--- config.mk ---
export PLATFORM = sky130hd
export DESIGN_NAME = alexander_pd_voter
export DESIGN_NICKNAME = d
export VERILOG_FILES = /design/src/rtl/cdr_pkg.sv /design/src/rtl/alexander_pd_classify.sv /design/src/rtl/alexander_pd_voter.sv
export SDC_FILE = /design/constraint.sdc
export NUM_CORES = 1
export LEC_CHECK = 0
export BUFFER_PORTS_ARGS = -buffer_cell sky130_fd_sc_hd__buf_2
export CAP_MARGIN = 20
export CORE_MARGIN = 8
export CORE_UTILIZATION = 50
export DETAILED_ROUTE_END_ITERATION = 16
export PLACE_DENSITY = 0.71
export SETUP_SLACK_MARGIN = 0.2
export SKIP_LAST_GASP = 1
export SLEW_MARGIN = 20
export SYNTH_ARGS = -nofsm -noshare
export SYNTH_HDL_FRONTEND = slang
export SYNTH_HIERARCHICAL = 1
export SYNTH_SLANG_ARGS = --single-unit
--- constraint.sdc ---
create_clock -name clk -period 3.37 [get_ports clk]
set_input_delay 0.674 -clock clk [delete_from_list [all_inputs] [get_ports clk]]
set_output_delay 0.674 -clock clk [all_outputs]
set_load 0.02 [all_outputs]
--- src/rtl/cdr_pkg.sv ---
// Shared CDR types: phase detector classes,
// vote encoding and accumulator sizing.
package cdr_pkg;

  typedef enum logic [1:0] {
    NONE    = 2'd0,
    EARLY   = 2'd1,
    LATE    = 2'd2,
    INVALID = 2'd3
  } pd_class_t;

  localparam logic signed [1:0] VOTE_NONE  = 2'sd0;
  localparam logic signed [1:0] VOTE_EARLY = -2'sd1;
  localparam logic signed [1:0] VOTE_LATE  = 2'sd1;

  function automatic int vote_w(input int n);
    return $clog2(n) + 2;
  endfunction

endpackage

--- src/rtl/alexander_pd_classify.sv ---
// Alexander PD front: sample registers and
// per-UI early/late/invalid classification.
module alexander_pd_classify
  import cdr_pkg::*;
(
  input  logic      clk,
  input  logic      rst_n,
  input  logic      en,
  input  logic      data_s,
  input  logic      edge_s,
  output pd_class_t cls,
  output logic      cls_vld
);

  logic a_q, b_q, t_q;
  logic a_vld, b_vld;

  always_ff @(posedge clk or negedge rst_n) begin
    if (!rst_n) begin
      a_q   <= 1'b0;
      b_q   <= 1'b0;
      t_q   <= 1'b0;
      a_vld <= 1'b0;
      b_vld <= 1'b0;
    end else if (en) begin
      a_q   <= b_q;
      b_q   <= data_s;
      t_q   <= edge_s;
      b_vld <= 1'b1;
      a_vld <= b_vld;
    end else begin
      a_vld <= 1'b0;
      b_vld <= 1'b0;
    end
  end

  // A==B with a differing edge is a glitch
  always_comb begin
    cls = NONE;
    unique case (1'b1)
      (a_q == b_q) && (t_q != a_q): cls = INVALID;
      (a_q != b_q) && (t_q == a_q): cls = EARLY;
      (a_q != b_q) && (t_q == b_q): cls = LATE;
      default:                      cls = NONE;
    endcase
  end

  assign cls_vld = a_vld;

endmodule

--- src/rtl/alexander_pd_voter.sv ---
// Bang-bang PD back end: majority vote window,
// Up/Dn pulse generation and saturating stats.
module alexander_pd_voter
  import cdr_pkg::*;
#(
  parameter int VOTE_LEN = 4,
  parameter int THRESH   = 0,
  parameter int CNT_W    = 16
) (
  input  logic             clk,
  input  logic             rst_n,
  input  logic             en,
  input  logic             data_s,
  input  logic             edge_s,
  input  logic             clr_cnt,
  output logic             Up,
  output logic             Dn,
  output logic [CNT_W-1:0] trans_cnt,
  output logic [CNT_W-1:0] err_cnt
);

  localparam int AW = vote_w(VOTE_LEN);
  localparam int WW = $clog2(VOTE_LEN) + 1;
  localparam logic signed [AW-1:0] THR = AW'(THRESH);
  localparam logic [WW-1:0] LAST = WW'(VOTE_LEN - 1);

  pd_class_t cls;
  logic      cls_vld;

  alexander_pd_classify u_cls (
    .clk     (clk),
    .rst_n   (rst_n),
    .en      (en),
    .data_s  (data_s),
    .edge_s  (edge_s),
    .cls     (cls),
    .cls_vld (cls_vld)
  );

  logic signed [AW-1:0] acc, vote, fin;
  logic [WW-1:0]        win;
  logic                 is_tr, is_err;

  always_comb begin
    vote = AW'(VOTE_NONE);
    unique case (cls)
      EARLY:   vote = AW'(VOTE_EARLY);
      LATE:    vote = AW'(VOTE_LATE);
      default: vote = AW'(VOTE_NONE);
    endcase
  end

  assign fin    = acc + vote;
  assign is_tr  = cls_vld && (cls == EARLY || cls == LATE);
  assign is_err = cls_vld && (cls == INVALID);

  always_ff @(posedge clk or negedge rst_n) begin
    if (!rst_n) begin
      acc <= '0;
      win <= '0;
      Up  <= 1'b0;
      Dn  <= 1'b0;
    end else begin
      Up <= 1'b0;
      Dn <= 1'b0;
      if (cls_vld) begin
        if (win == LAST) begin
          acc <= '0;
          win <= '0;
          Up  <= fin > THR;
          Dn  <= fin < -THR;
        end else begin
          acc <= fin;
          win <= win + WW'(1);
        end
      end
    end
  end

  always_ff @(posedge clk or negedge rst_n) begin
    if (!rst_n) begin
      trans_cnt <= '0;
      err_cnt   <= '0;
    end else if (clr_cnt) begin
      trans_cnt <= '0;
      err_cnt   <= '0;
    end else begin
      if (is_tr && trans_cnt != '1)
        trans_cnt <= trans_cnt + CNT_W'(1);
      if (is_err && err_cnt != '1)
        err_cnt <= err_cnt + CNT_W'(1);
    end
  end

endmodule

==> results of run 1 <==
[layout make-up]
cell class / count / area [um^2] / area share (%)
multi-input cells: 181 / 1220 / 44.1
flip-flops and latches: 46 / 1150 / 41.7
inverters: 9 / 33.8 / 1.22
repair buffers: 39 / 198 / 7.16
well taps: 54 / 67.6 / 2.45
clock buffers: 6 / 82.6 / 2.99
clock inverters: 2 / 12.5 / 0.453
[cell usage in the layout, fill, tap and decap left out, drive strengths merged, types with 5 or more instances in the layout]
master	n
nor3	8
o21ai	6
ha	8
dfrtp	46
xor2	15
nand3	13
buf	39
and4	6
inv	9
a31oi	5
clkbuf	6
and3	5
xnor2	7
nor2b	5
nor2	31
nand2	12
a21oi	9
[flip-flops by register name (all words and copies together), names as in the netlist]
signal / count
trans_cnt: 16
win: 3
u_cls/b_q: 1
u_cls/a_q: 1
Dn: 1
acc: 4
u_cls/b_vld: 1
err_cnt: 16
u_cls/cls_vld: 1
Up: 1
u_cls/t_q: 1
[layer usage]
layer	up-vias	track usage, %
li1	954	-
met3	7	3.53
met1	925	18.3
met5	-	0
met2	36	22.5
met4	0	4.94
[critical path, delay by kind of cell (launching register included)]
kind            cells  cell delay, ps
compound gates      2             410
flops               1             410
buf+inv             2             150
fa+ha+maj           2             480
xor+xnor            1             190
simple gates        3             610
[logic make-up after synthesis]
logic type,after synthesis
simple gates,102
xor+xnor,22
fa+ha+maj,8
buf+inv,15
compound gates,41
flops,46
mux,8
[power breakdown]
group	switching, W	internal, W
Combinational	0.000133	0.000120
Sequential	0.0000438	0.000595
Clock	0.000180	0.000165
Total	0.000357	0.000880
[per-stage QoR]
| stage | std cells | instance area (um^2) | hold slack (ps) | setup slack, ps |
|---|---|---|---|---|
| final | 337 | 2760 | 371 | 1050 |
| after global routing | 337 | 2760 | 424 | 843 |
| after CTS | 337 | 2760 | 479 | 1030 |
| after detailed placement | 329 | 2670 | 454 | 1050 |
| after global placement | 329 | 2670 | 443 | 1130 |
| after floorplan | 242 | 2430 | 378 | 1220 |
[worst paths after layout]
kind                                      end  slack [ps]  cells after the start
worst max-delay path                   acc[3]        1050                     10
worst min-delay path             trans_cnt[7]         370                      1
worst max register to register         acc[3]        1050                     10
worst min register to register  u_cls/cls_vld         470                      1
max in group asynchronous              win[0]        2610                      1
min in group clk                u_cls/cls_vld         470                      1
==> results.sh, run 1 <==
export IMPL_outcome="completed"
export IMPL_postSynthAreaPerCell_um2=10.0
export IMPL_cp_max_fo=3
export IMPL_diodes=0
export IMPL_fin_skew_ps=3.92
export IMPL_clk_latency_ps=290
export IMPL_firstDrtPassIters=4
export IMPL_dieArea_um2=7340
export IMPL_place_congestion=0.811
export IMPL_cts_hold_buffers=0
export IMPL_grt_max_degree=47
export IMPL_grt_pass1_wl_um=8650
export IMPL_clockRootBuffer="clkbuf_8"
export IMPL_synth_edf_count=0
export IMPL_fill_cells=406
export IMPL_critPathKind="reg2reg"
export IMPL_dp_hpwl_um=3520
export IMPL_rsz0062_at_grt="no"
export IMPL_routedLengthMet1_um=2390
export IMPL_final_min_clock_period_ps=2320
export IMPL_power_w=0.00124
export IMPL_htree_levels=2
export IMPL_track_usage_pct=14.2
export IMPL_synth_top_family_by_area="simple AND/OR/NAND/NOR gates"
export IMPL_synthAdderAreaFrac_pct=4.13
export IMPL_synth_area_leaders="dfrtp_1 47%, xor2_1 5.4%, nor2_1 4.8%, ha_1 4.1%, xnor2_1 2.5%"
export IMPL_die_h_um=85.7
export IMPL_synth_xor_area_share_pct=7.94
export IMPL_synth_compound_area_share_pct=11.0
export IMPL_leakage_nw=1.32
export IMPL_placementRows=25
export IMPL_crit_path_max_incr_delay_ps=410
export IMPL_slew_headroom_pct=62.0
export IMPL_arrival_ps=2550
export IMPL_hold_class="in2async"
export IMPL_antenna_found_initial=0
export IMPL_yosysUniqueCellTypes=50
export IMPL_cts_tree="built"
export IMPL_finalSetupViolations=0
export IMPL_end_kind="flip-flop"
export IMPL_clock_sinks=46
export IMPL_syn_nets=256
export IMPL_post_drt_wl_per_cell_um=14.7
export IMPL_cpMaxStageDelayCell="dfrtp_1"
export IMPL_ctsResizeCount=0
export IMPL_peakVddDrop_v=0.000224
export IMPL_synthesis_area_um2=2430
export IMPL_syn_inst=242
export IMPL_critPathLaunch="u_cls/t_q"
export IMPL_postRouteAntennaNets=0
export IMPL_cap_viol_max_count=0
export IMPL_synthSimpleGateAreaFrac_pct=23.6
export IMPL_synth_most_common_cell="dfrtp_1"
export IMPL_cts_setup_buffers=0
export IMPL_yosys_area_top_type_share_pct=47.4
export IMPL_tightest_slew_ps=570
export IMPL_clockBufferDepth=2
export IMPL_ios=40
export IMPL_post_route_period_util_pct=68.9
export IMPL_dr_first_iter_drc_count=72
export IMPL_die_x_um=85.7
export IMPL_synth_mux_area_share_pct=3.51
export IMPL_yosys_area_top_type="dfrtp_1"
export IMPL_synth_main_ff_cell="dfrtp_1"
export IMPL_post_route_cells_drive_above_1_share_pct=21.6
export IMPL_path_cells="xor2_1, inv_1, ha_1, inv_1, ha_1, nor2b_1, a21oi_1, o32a_1, or3_1, nand3_1"
export IMPL_numCtsBuffers=5
export IMPL_cp_required_ps=3600
export IMPL_vias=1922
export IMPL_initial_core_util_pct=51.7
export IMPL_maxUsedRoutingLayer="met4"
export IMPL_place_port_buffers=39
export IMPL_ys_seq_area_share_pct=47.4
export IMPL_fin_nets=296
export IMPL_first_global_vias=1883
export IMPL_r2r_start="u_cls/t_q"
export IMPL_clk_pin_slew_ps=80
export IMPL_synth_common_cells="46 x dfrtp_1, 31 x nor2_1, 15 x xor2_1"
export IMPL_route_met2_wl_um=2280
export IMPL_cp_start_kind="flip-flop"
export IMPL_hold_viol_final=0
export IMPL_cellPowerDensity_nw_per_um2=448
export IMPL_fmax_ghz=0.431
export IMPL_finalWirelength_um=4950
export IMPL_yosys_warnings=6
export IMPL_core_um2=4690
export IMPL_wl_met3_um=208
export IMPL_viasPerCell=5.70
export IMPL_grt_overflow=0
export IMPL_area_growth_pct=13.9
export IMPL_totalNegativeSetupSlack_ps=0
export IMPL_ys_ff_latch=46
export IMPL_drc=0
export IMPL_ys_async_sr_fraction_pct=100
export IMPL_slew_violations=0
export IMPL_final_util_pct=58.9
Power figures use the tool's default switching activity.
==> inputs of run 2 (changes only) <==
- PLACE_DENSITY: 0.71 -> 0.74
- clock period: 3.37 -> 2 ns (I/O delays scaled with it)
==> run 2 against run 1 <==
The run now ends with negative setup slack left. Global-route usage increased by 2.1 points. Critical path type unchanged. Largest power group unchanged. Utilization rose by 15 points. Worst hold slack worse by 230 ps. Die area did not move. Sequential power grew 71%. Critical endpoint is now err_cnt[11]. Clock power rose by 69%. Combinational power grew to 3.1 times the previous value. Total power grew 99%.
==> results.sh, run 2 (synthesis results as in run 1) <==
export IMPL_placementRows=25
export IMPL_hold_class="in2async"
export IMPL_path_cells="xor2_2, buf_4, buf_6, buf_6, buf_6, ha_4, nand3_4, or4_4, nor3_4, xnor2_1, nor2_1"
export IMPL_viasPerCell=5.94
export IMPL_final_common_cell="dfrtp_1"
export IMPL_stdcell_area_um2=3450
export IMPL_critPathKind="reg2reg"
export IMPL_r2r_cells=11
export IMPL_cap_viol_max_count=0
export IMPL_cpLargestDelayFamily="simple AND/OR/NAND/NOR gates"
export IMPL_reg2reg_slack_ps=-250
export IMPL_die_x_um=85.7
export IMPL_dr_first_iter_drc_count=144
export IMPL_tightest_slew_ps=687
export IMPL_area_growth_pct=42.1
export IMPL_htree_levels=2
export IMPL_clock_power_share_pct=23.7
export IMPL_cp_max_fo=4
export IMPL_crit_path_max_incr_delay_ps=540
export IMPL_ios=40
export IMPL_slew_violations=0
export IMPL_vias=2227
export IMPL_dieArea_um2=7340
export IMPL_final_min_clock_period_ps=2250
export IMPL_post_drt_wl_per_cell_um=17.0
export IMPL_firstDrtPassIters=4
export IMPL_rsz0062_at_grt="yes"
export IMPL_timing_rr_end="err_cnt[11]"
export IMPL_hold_viol_final=0
export IMPL_regArea_um2=1150
export IMPL_core_um2=4690
export IMPL_post_route_cells_drive_above_1_share_pct=43.3
export IMPL_clockBufferDepth=2
export IMPL_cp_required_ps=2170
export IMPL_final_cell_mix="46 x dfrtp_1, 39 x buf_2, 27 x nor2_1, 19 x buf_6, 19 x buf_4"
export IMPL_place_port_buffers=39
export IMPL_track_usage_pct=16.3
export IMPL_fin_skew_ps=4.64
export IMPL_diodes=0
export IMPL_finalSetupViolations=34
export IMPL_violations="negative setup slack"
export IMPL_p_int_w=0.00171
export IMPL_largestRegisters="err_cnt x16, trans_cnt x16, acc x4"
export IMPL_clk_pin_slew_ps=80
export IMPL_critPathLaunch="u_cls/t_q"
export IMPL_setup_ws_ps=-247
export IMPL_end_kind="flip-flop"
export IMPL_grt_pass1_wl_um=9900
export IMPL_crit_path_frequent_cell="buf_6"
export IMPL_p_comb_share_pct=32.0
export IMPL_cellPowerDensity_nw_per_um2=715
export IMPL_multi_input_area_um2=1550
export IMPL_first_global_vias=2154
export IMPL_drc=0
export IMPL_postPlaceCellArea_um2=2890
export IMPL_final_util_pct=73.5
export IMPL_antenna_found_initial=0
export IMPL_fmax_ghz=0.445
export IMPL_post_route_period_util_pct=112
export IMPL_cts_tree="built"
export IMPL_place_congestion=0.833
export IMPL_fin_nets=334
export IMPL_switchingPower_w=0.000761
export IMPL_finalWirelength_um=6380
export IMPL_initial_core_util_pct=51.7
export IMPL_die_h_um=85.7
export IMPL_slew_headroom_pct=54.2
export IMPL_grt_overflow=0
export IMPL_hold_ws_ps=140
export IMPL_numCtsBuffers=5
export IMPL_cp_num_buf_inv=4
export IMPL_clockRootBuffer="clkbuf_8"
export IMPL_outcome="complete, but fails checks"
export IMPL_dp_hpwl_um=3910
export IMPL_clk_latency_ps=290
export IMPL_swShare_pct=30.9
export IMPL_grt_max_degree=31
export IMPL_clock_sinks=46
export IMPL_arrival_ps=2410
export IMPL_leakage_nw=1.56
export IMPL_seq_power_share_pct=44.3
export IMPL_cp_start_kind="flip-flop"
export IMPL_postRouteAntennaNets=0
export IMPL_cpMaxStageDelayCell="or4_4"
export IMPL_fill_cells=321
export IMPL_r2r_start="u_cls/t_q"
export IMPL_peakVddDrop_v=0.000415
[run 2: power groups by stage]
stage          logic [W]  registers [W]  clock network [W]
5_1_grt         0.000853        0.00111           0.000636
6_report        0.000789        0.00109           0.000584
2_1_floorplan   0.000345        0.00109                  0
3_3_place_gp    0.000479        0.00109                  0
4_1_cts         0.000707        0.00109           0.000597
3_5_place_dp    0.000502        0.00109                  0
[run 2: worst max-delay path by stage]
stage,end,slack (ps),cells past startpoint
6_report,err_cnt[11],-250,11
5_1_grt,trans_cnt[15],-380,10
4_1_cts,err_cnt[11],-210,11
3_5_place_dp,acc[3],-290,10
3_3_place_gp,acc[3],-210,10
2_1_floorplan,acc[3],-150,10
[run 2: layout make-up]
| cell class | count | share of cell area [%] |
|---|---|---|
| Sequential cell | 46 | 33.4 |
| Clock inverter | 1 | 0.145 |
| Timing Repair Buffer | 77 | 16.0 |
| Tap cell | 54 | 1.96 |
| Multi-Input combinational cell | 181 | 45.0 |
| Clock buffer | 7 | 2.50 |
| Inverter | 9 | 0.980 |
[run 2: routing by layer]
metal	GRT usage, %	routed length [um]	vias up
li1	-	-	1026
met1	19.5	2710	1113
met2	27.5	3180	75
met3	3.82	362	13
met4	6.53	129	0
met5	0	0	-
[run 2: worst register-to-register path, stage by stage, from the launching register on]
cell and delay (ps):
dfrtp_1 420, xor2_2 180, buf_4 140, buf_6 90, buf_6 80, buf_6 90
ha_4 140, nand3_4 70, or4_4 540, nor3_4 200, xnor2_1 130, nor2_1 50
[run 2: per-stage QoR]
step                      setup TNS (ps)  setup WS [ps]  total power (W)  instances
after floorplan                     -336           -150          0.00144        242
after global placement              -674           -210          0.00156        351
after detailed placement           -1280           -294          0.00159        351
after CTS                          -2610           -208          0.00239        370
after global routing               -8150           -375          0.00259        375
final                              -4730           -247          0.00247        375
[run 2: timing repair]
item                                    4_1_cts  5_1_grt
resized for setup                            46       28
buffers inserted                             11        5
pin swaps                                    35       19
endpoints found under the setup margin       32       37
hold buffers                                  0        0
==> inputs of run 3 (changes only) <==
- GPL_TIMING_DRIVEN: default -> 0
==> run 3 against run 2 <==
The run still ends with negative setup slack left. Routed wire length is essentially flat. Design area shrank 3.0%. Utilization shrank 2.2 points. Non-clock buffer count shrank 8.
==> results.sh, run 3 (synthesis results as in run 1) <==
export IMPL_r2r_start="u_cls/t_q"
export IMPL_track_usage_pct=17.3
export IMPL_cp_required_ps=2240
export IMPL_critPathLaunch="u_cls/t_q"
export IMPL_dp_hpwl_um=3680
export IMPL_crit_path_frequent_cell="ha_4"
export IMPL_fmax_ghz=0.453
export IMPL_cp_start_kind="flip-flop"
export IMPL_place_port_buffers=39
export IMPL_cts_tree="built"
export IMPL_grt_overflow=0
export IMPL_finalSetupViolations=26
export IMPL_cts_hold_buffers=0
export IMPL_cpMaxStageDelayCell="dfrtp_1"
export IMPL_cap_viol_max_count=0
export IMPL_final_min_clock_period_ps=2210
export IMPL_viasPerCell=5.83
export IMPL_die_h_um=85.7
export IMPL_antenna_found_initial=0
export IMPL_firstDrtPassIters=4
export IMPL_regArea_um2=1150
export IMPL_postRouteAntennaNets=0
export IMPL_core_um2=4690
export IMPL_multi_input_area_um2=1540
export IMPL_dieArea_um2=7340
export IMPL_finalWirelength_um=6390
export IMPL_cp_max_fo=3
export IMPL_fill_cells=338
export IMPL_diodes=0
export IMPL_final_common_cell="dfrtp_1"
export IMPL_pre_cts_ws_ps=-318
export IMPL_first_global_vias=2102
export IMPL_arrival_ps=2450
export IMPL_clk_pin_slew_ps=80
export IMPL_largestRegisters="err_cnt x16, trans_cnt x16, acc x4"
export IMPL_outcome="complete, but fails checks"
export IMPL_vias=2135
export IMPL_htree_levels=2
export IMPL_slew_headroom_pct=57.8
export IMPL_numCtsBuffers=5
export IMPL_clockBufferDepth=2
export IMPL_drc=0
export IMPL_initial_core_util_pct=51.7
export IMPL_violations="negative setup slack"
export IMPL_final_cell_mix="46 x dfrtp_1, 39 x buf_2, 26 x nor2_1, 15 x buf_6, 14 x xor2_1"
export IMPL_cp_num_buf_inv=2
export IMPL_path_cells="xor2_1, inv_1, ha_4, inv_2, ha_4, nor2b_4, a21oi_1, o32a_1, or3_1, nand3_1"
export IMPL_endpoint="acc[3]"
export IMPL_setup_ws_ps=-207
export IMPL_cp_num_cells=10
export IMPL_tightest_slew_ps=632
export IMPL_fin_skew_ps=2.92
export IMPL_hold_class="in2async"
export IMPL_clk_latency_ps=300
export IMPL_peakVddDrop_v=0.000421
export IMPL_die_x_um=85.7
export IMPL_post_route_period_util_pct=110
export IMPL_cpLargestDelayFamily="simple AND/OR/NAND/NOR gates"
export IMPL_grt_pass1_wl_um=10100
export IMPL_leakage_nw=1.50
export IMPL_area_growth_pct=37.9
export IMPL_fin_nets=326
export IMPL_r2r_cells=10
export IMPL_place_congestion=0.816
export IMPL_rsz0062_at_grt="yes"
export IMPL_critPathKind="reg2reg"
export IMPL_cellPowerDensity_nw_per_um2=696
export IMPL_crit_path_max_incr_delay_ps=410
export IMPL_placementRows=25
export IMPL_power_w=0.00233
export IMPL_timing_rr_end="acc[3]"
export IMPL_slew_violations=0
export IMPL_end_kind="flip-flop"
export IMPL_post_route_cells_drive_above_1_share_pct=40.4
export IMPL_clock_sinks=46
export IMPL_ios=40
export IMPL_grt_max_degree=47
export IMPL_clockRootBuffer="clkbuf_8"
export IMPL_dr_first_iter_drc_count=125
export IMPL_hold_viol_final=0
export IMPL_post_drt_wl_per_cell_um=17.5
export IMPL_reg2reg_slack_ps=-210
==> run 3: changes by cell type in the layout (fill, tap and decap cells not counted), moves of 2 or more <==
cell      change
buf_4         -9
buf_6         -4
clkbuf_1      +3
a21oi_2       +2
a21oi_4       -2
o21ai_1       +2
xor2_1        +2
xor2_2        -2
==> run 3: power breakdown <==
group	internal (W)	total (W)	switching, W	leakage [nW]
logic	0.000364	0.000695	0.000331	0.839
clock network	0.000235	0.000546	0.000311	0.0438
registers	0.00100	0.00109	0.0000831	0.620
total	0.00160	0.00233	0.000725	1.50
==> run 3: routing by layer <==
| metal | vias to the layer above | GRT usage (%) | share of wire [%] |
|---|---|---|---|
| li1 | 1014 | - | - |
| met3 | 11 | 4.97 | 4.8 |
| met2 | 47 | 28.9 | 51 |
| met1 | 1063 | 20.7 | 43 |
| met5 | - | 0 | 0 |
| met4 | 0 | 5.89 | 1.4 |
==> run 3: layout make-up <==
cell class	instances	share of cell area, %
well taps	54	2.02
flip-flops and latches	46	34.4
multi-input cells	181	46.2
clock buffers	5	2.06
inverters	9	1.01
repair buffers	63	13.0
plain buffers	6	1.05
clock inverters	2	0.299
==> run 3: worst min-delay path by stage <==
| stage | startpoint | endpoint | cells after the start |
|---|---|---|---|
| floorplan | rst_n | Dn | 0 |
| global placement | u_cls/b_vld | u_cls/cls_vld | 1 |
| detailed placement | u_cls/b_vld | u_cls/cls_vld | 1 |
| CTS | en | u_cls/b_vld | 1 |
| global route | rst_n | trans_cnt[10] | 1 |
| finish | rst_n | Dn | 1 |
==> run 3: repair_timing <==
item / CTS / global route
endpoints found under the setup margin: 34 / 37
resized for setup: 39 / 33
buffers inserted: 17 / 7
pin swaps: 21 / 25
==> run 3: worst register-to-register path: stages (launching register included) <==
cell and delay [ps]:
dfrtp_1 410, xor2_1 200, inv_1 120, ha_4 260, inv_2 60, ha_4 130
nor2b_4 140, a21oi_1 70, o32a_1 340, or3_1 340, nand3_1 90
==> run 3: through the flow <==
step,hold slack [ps],util (%),TNS (ps),area [um^2],cells
floorplan,104,-,-336,2480,242
global placement,445,58.5,-1330,2750,335
detailed placement,454,58.5,-1740,2750,335
CTS,264,66.8,-1820,3140,359
global route,144,71.3,-5560,3340,366
finish,93.7,71.3,-2180,3340,366
